<file path="src/rtl/wb_rr_arbiter.sv">
// Round-robin Wishbone arbiter: NM masters share one slave, one transfer per grant,
// with a per-transfer wait-state timeout that returns a bus error to the owner.
module wb_rr_arbiter #(
  parameter int NM      = 4,
  parameter int DW      = 32,
  parameter int AW      = 32,
  parameter int TIMEOUT = 255
) (
  input  logic                 clk_i,
  input  logic                 rst_n_i,
  input  logic [NM-1:0]        m_stb_i,
  input  logic [NM-1:0]        m_we_i,
  input  logic [NM*AW-1:0]     m_adr_i,
  input  logic [NM*DW-1:0]     m_dat_i,
  input  logic [NM*DW/8-1:0]   m_sel_i,
  output logic [NM-1:0]        m_ack_o,
  output logic [NM-1:0]        m_err_o,
  output logic [DW-1:0]        m_dat_o,
  output logic                 s_stb_o,
  output logic                 s_we_o,
  output logic [AW-1:0]        s_adr_o,
  output logic [DW-1:0]        s_dat_o,
  output logic [DW/8-1:0]      s_sel_o,
  input  logic                 s_ack_i,
  input  logic [DW-1:0]        s_dat_i,
  output logic [NM-1:0]        gnt_o
);

  localparam int          PW  = (NM > 1) ? $clog2(NM) : 1;
  localparam int unsigned NMU = NM;
  localparam int unsigned AWU = AW;
  localparam int unsigned DWU = DW;
  localparam int unsigned SWU = DW / 8;

  typedef enum logic {IDLE, BUSY} state_t;

  state_t          state;
  logic [PW-1:0]   ptr;
  logic [PW-1:0]   owner;
  logic [PW-1:0]   owner_next;
  logic [PW-1:0]   pick;
  logic [NM-1:0]   pick_oh;
  logic            found;
  logic [7:0]      wait_cnt;
  logic            busy;
  logic            own_stb;
  logic            own_we;
  logic            xfer_ack;
  logic            tmo;
  int unsigned     cand;

  // Search starts at ptr and wraps, so the last-served master has lowest priority.
  always_comb begin
    found   = 1'b0;
    pick    = '0;
    pick_oh = '0;
    cand    = 0;
    for (int unsigned i = 0; i < NMU; i++) begin
      cand = 32'(ptr) + i;
      if (cand >= NMU) cand = cand - NMU;
      if (!found && m_stb_i[cand[PW-1:0]]) begin
        found = 1'b1;
        pick  = cand[PW-1:0];
      end
    end
    pick_oh[pick] = found;
  end

  assign busy     = (state == BUSY);
  assign own_stb  = busy & |(m_stb_i & gnt_o);
  assign own_we   = busy & |(m_we_i & gnt_o);
  assign s_stb_o  = own_stb;
  assign s_we_o   = own_we;
  assign xfer_ack = s_ack_i & own_stb;
  // Timeout fires in the cycle the counter would reach TIMEOUT; an ack wins.
  assign tmo      = own_stb & ~s_ack_i & (wait_cnt == 8'(TIMEOUT - 1));
  assign m_ack_o  = gnt_o & {NM{xfer_ack}};
  assign m_err_o  = gnt_o & {NM{tmo}};
  assign m_dat_o  = s_dat_i;

  assign owner_next = (owner == PW'(NM - 1)) ? '0 : owner + 1'b1;

  always_comb begin
    s_adr_o = '0;
    s_dat_o = '0;
    s_sel_o = '0;
    for (int unsigned k = 0; k < NMU; k++) begin
      if (busy && gnt_o[k]) begin
        s_adr_o = m_adr_i[k*AWU +: AW];
        s_dat_o = m_dat_i[k*DWU +: DW];
        s_sel_o = m_sel_i[k*SWU +: DW/8];
      end
    end
  end

  always_ff @(posedge clk_i or negedge rst_n_i) begin
    if (!rst_n_i) begin
      state    <= IDLE;
      gnt_o    <= '0;
      owner    <= '0;
      ptr      <= '0;
      wait_cnt <= '0;
    end else begin
      case (state)
        IDLE: begin
          if (found) begin
            state    <= BUSY;
            gnt_o    <= pick_oh;
            owner    <= pick;
            wait_cnt <= '0;
          end
        end
        BUSY: begin
          if (!own_stb || xfer_ack || tmo) begin
            state <= IDLE;
            gnt_o <= '0;
            ptr   <= owner_next;
          end else begin
            wait_cnt <= wait_cnt + 8'd1;
          end
        end
        default: begin
          state <= IDLE;
          gnt_o <= '0;
        end
      endcase
    end
  end

endmodule

</file>
<file path="config.mk">
export PLATFORM = sky130hd
export DESIGN_NAME = wb_rr_arbiter
export DESIGN_NICKNAME = d
export VERILOG_FILES = /design/src/rtl/wb_rr_arbiter.sv
export SDC_FILE = /design/constraint.sdc
export NUM_CORES = 1
export LEC_CHECK = 0
export CAP_MARGIN = 20
export CORE_AREA = 2 2 165 167
export DETAILED_ROUTE_END_ITERATION = 12
export DIE_AREA = 0 0 167 169
export PLACE_DENSITY_LB_ADDON = 0.15
export SLEW_MARGIN = 20
export SYNTH_ARGS = -nofsm -noshare
export SYNTH_HDL_FRONTEND = slang
export SYNTH_SLANG_ARGS = --single-unit
</file>
<file path="constraint.sdc">
create_clock -name clk_i -period 2.4 [get_ports clk_i]
set_input_delay 0.24 -clock clk_i [delete_from_list [all_inputs] [get_ports clk_i]]
set_output_delay 0.24 -clock clk_i [all_outputs]
set_load 0.01 [all_outputs]
</file>
==> run_results.csv <==
group,metric,value,unit
critical_path,crit_path_start_kind,"flop",
floorplanning,floorplan.initialDensity,11.2,%
synthesis,synth_area_leaders,"o21ai_0 22%, a221oi_1 20%, dfrtp_1 14%",
routing,final_antenna_net_count,0,
layout,final_cells,1122,
synthesis,yosys_register_bits,17,
routing,dr.first_iter.drc_count,227,
global_route,largest_net_degree_at_the_start_of_global_routing,51,
critical_path,critical-path-slowest-cell,"o21ai_0",
routing,routed-via-count,4942,
floorplanning,die_h,169,um
timing,fin_setup_tns,0,ns
routing,via_per_inst,4.40,
placement,last_weighted_congestion_value_of_the_routability_driven_placer,0.792,
clock_network,ctsHoldBuffers,0,
critical_path,critical-path-max-stage-delay,0.46,ns
clock_network,cts_tree,"yes",
placement,numPlacedInstances,1110,
layout,finalNetCount,1100,
critical_path,cp_data_arrival_time,2.11,ns
global_route,number_of_global_route_vias_before_repair,5068,
hold_path,min-delay-path-class,"in2async",
synthesis,cell_area_after_synthesis,2960,um2
timing,grt_setup_unrepaired,"yes",
critical_path,timing.critical_path.to_type,"output port",
power_and_ir_drop,power_report.internal_total,3.07,mW
placement,post_dp_cell_area,6970,um2
synthesis,synthFlopType,"dfrtp_1",
timing,setup_viol,0,
global_route,antenna_found_initial,0,
synthesis,postSynthAreaPerCell,6.48,um2
floorplanning,coreArea,26500,um2
synthesis,async_flop_share,100,%
synthesis,synth_edf_count,0,
job,maxCapViolCount,0,
power_and_ir_drop,share_seq_of_total_power,7.8,%
layout,area_growth,147,%
synthesis,synthDominantAreaCellType,"o21ai_0",
timing,clock.fmax,0.425,GHz
power_and_ir_drop,clock_power_share,5.9,%
global_route,grt_use_total,15.7,%
timing,maxSlewViolCount,0,
critical_path,crit_path_cell_trace,"nor3_4 > buf_4 > bufbuf_16 > a221oi_1 > o21ai_0 > buf_12",
placement,i_o_buffers,364,
power_and_ir_drop,switchingPower,2.76,mW
power_and_ir_drop,ir_worst_vdd,0.000370,V
timing,finalCriticalPeriod,2.35,ns
synthesis,syn_nets,774,
power_and_ir_drop,cell_area_power_density,799,nW/um2
layout,antenna_cells,0,
clock_network,cts.sinks,17,
clock_network,buffer_type_at_the_clock_tree_root,"clkbuf_16",
timing,slew-limit-headroom,52.5,%
synthesis,netlist-cell-type-count,39,
routing,average_wire_length_per_cell_after_detail_routing,21.7,um
timing,worst_pin_slew,0.695,ns
floorplanning,floorplan.rows,60,
timing,finalHoldViolations,0,
clock_network,cts.path.max_buffers,2,
floorplanning,top_level_pins,429,
synthesis,synth_warnings,0,
critical_path,critPathKind,"reg2out",
routing,drt_first_pass_iters,4,
placement,place_hpwl,18100,um
clock_network,cts_made_buffers,3,
layout,final_area,7290,um2
floorplanning,fp.dieArea,28200,um2
clock_network,cts-htree-levels,1,
routing,routed_wl,24300,um
global_route,grt_remaining_overflow,0,
critical_path,timing.critical_path.fanout_max,25,
clock_network,clock_insertion_delay_worst_skew,0.25,ns
timing,share_of_the_cycle_needed_by_the_critical_path_after_routing,98.1,%
power_and_ir_drop,combinationalPowerShare,86.3,%
power_and_ir_drop,sw_frac_of_total,47.3,%
synthesis,yosys.area.top_type_share,22.0,%
power_and_ir_drop,leakage_power,3.08,nW
synthesis,synth_sequential_area_ratio,14.4,%
floorplanning,die-width,167,um
global_route,grt_first_pass_wirelength,34200,um
routing,drt_drc_violations_left,0,
outcome,outcome,"completed",
timing,fin_worst_skew,0.00369,ns
synthesis,syn_inst,456,
clock_network,path_clk_slew,0.06,ns
layout,final_layout_size_suffix_gt1_share,8.07,%
critical_path,critPathRequiredTime,2.16,ns
[stage by stage]
stage          hold WS, ns  power (mW)  util (%)  setup WS [ns]
2_1_floorplan      -0.0556        2.54         -          0.635
3_3_place_gp         0.463        5.67      26.3         0.0221
3_5_place_dp         0.471        5.62      26.3         0.0137
4_1_cts              0.330        5.88      26.7         -0.116
5_1_grt              0.342        6.32      27.5       -0.00704
6_report             0.322        5.82      27.5         0.0458
[flip-flops by register name (all words and copies together) (netlist names)]
register	cells
owner	2
gnt_o	4
ptr	2
busy	1
wait_cnt	8
[synth_stat cells (4+ instances only)]
cell type    n
o21ai_0    130
nand2_1     79
a221oi_1    68
clkbuf_1    33
buf_4       32
dfrtp_1     17
buf_2       12
o21ai_1     11
nor2_1      10
inv_1        7
and3_1       5
a22oi_1      4
mux2i_1      4
[repair_timing]
action | 4_1_cts | 5_1_grt
endpoints found under the hold margin | 0 | 0
buffers inserted | 2 | 3
gates cloned | 1 | 2
gates resized for setup | 44 | 45
endpoints found under the setup margin | 27 | 39
pin swaps | 1 | 1
[power by group through the flow]
| stage | Combinational [mW] | Clock [mW] | Sequential [mW] |
|---|---|---|---|
| 6_report | 5.03 | 0.344 | 0.453 |
| 3_5_place_dp | 5.17 | 0 | 0.453 |
| 5_1_grt | 5.48 | 0.368 | 0.466 |
| 4_1_cts | 5.07 | 0.353 | 0.452 |
| 3_3_place_gp | 5.22 | 0 | 0.454 |
| 2_1_floorplan | 2.07 | 0 | 0.467 |
[worst paths after layout]
check / from / endpoint / slack [ns] / cells past startpoint
worst min register to register: wait_cnt[5] / wait_cnt[5] / 0.48 / 1
worst max-delay path: gnt_o[1] / s_adr_o[18] / 0.05 / 6
worst max register to register: gnt_o[3] / ptr[0] / 0.47 / 6
worst min-delay path: rst_n_i / owner[0] / 0.32 / 2
max in group asynchronous: rst_n_i / wait_cnt[2] / 1.86 / 2
min in group clk_i: wait_cnt[5] / wait_cnt[5] / 0.48 / 1
[layer usage]
layer	GRT usage, %	vias to the layer above	routed length (um)	share of wire [%]
met5	0.174	-	0	0
met4	1.24	0	187	0.77
met3	4.42	12	1880	7.8
met2	26.1	238	11300	47
met1	21.0	2317	10900	45
li1	-	2375	-	-
[worst max-delay path, delay by kind of cell, from the launching register on]
family / cells / cell delay (ns)
AO/OA/AOI/OAI: 2 / 0.56
buffers and inverters: 3 / 0.67
AND/OR/NAND/NOR: 1 / 0.21
flip-flops: 1 / 0.42
[cell usage in the layout, fill, tap and decap left out, types with 2 or more instances in the layout]
| master | n |
|---|---|
| o21ai_1 | 17 |
| nand3_1 | 3 |
| clkdlybuf4s50_1 | 300 |
| o21ai_0 | 124 |
| a221oi_2 | 8 |
| o31ai_1 | 3 |
| a22oi_1 | 4 |
| buf_4 | 19 |
| nor2_4 | 3 |
| nor3_1 | 3 |
| dfrtp_1 | 16 |
| a221oi_4 | 2 |
| inv_1 | 7 |
| o311ai_0 | 2 |
| mux2_2 | 2 |
| nand2_2 | 2 |
| clkbuf_16 | 5 |
| mux2i_1 | 4 |
| and3_1 | 5 |
| nor4_1 | 2 |
| dlygate4sd2_1 | 33 |
| nand2_1 | 77 |
| buf_12 | 11 |
| nor2b_1 | 3 |
| o2bb2ai_1 | 3 |
| ha_1 | 3 |
| dlymetal6s2s_1 | 29 |
| a221oi_1 | 58 |
| nor2_1 | 7 |
| a22o_1 | 2 |
| a21oi_1 | 2 |
[layout make-up]
class | instances | area, um2
clock buffers | 3 | 75.1
clock inverters | 1 | 5.00
fillers | 2875 | 19200
inverters | 8 | 32.5
multi-input cells | 354 | 2200
flip-flops and latches | 17 | 427
well taps | 341 | 427
repair buffers | 398 | 4130
[cells by family (layout without fill, tap and decap cells)]
family	after synthesis	count (layout)	share of synthesized area, %
adders and majority gates	3	3	1.27
buffers and inverters	85	410	15.4
muxes	6	6	2.12
and+or+nand+nor	114	114	16.9
AOI/OAI and AO/OA	231	231	50.0
DFF	17	17	14.4
No activity file was read; power rests on OpenSTA's default activity.
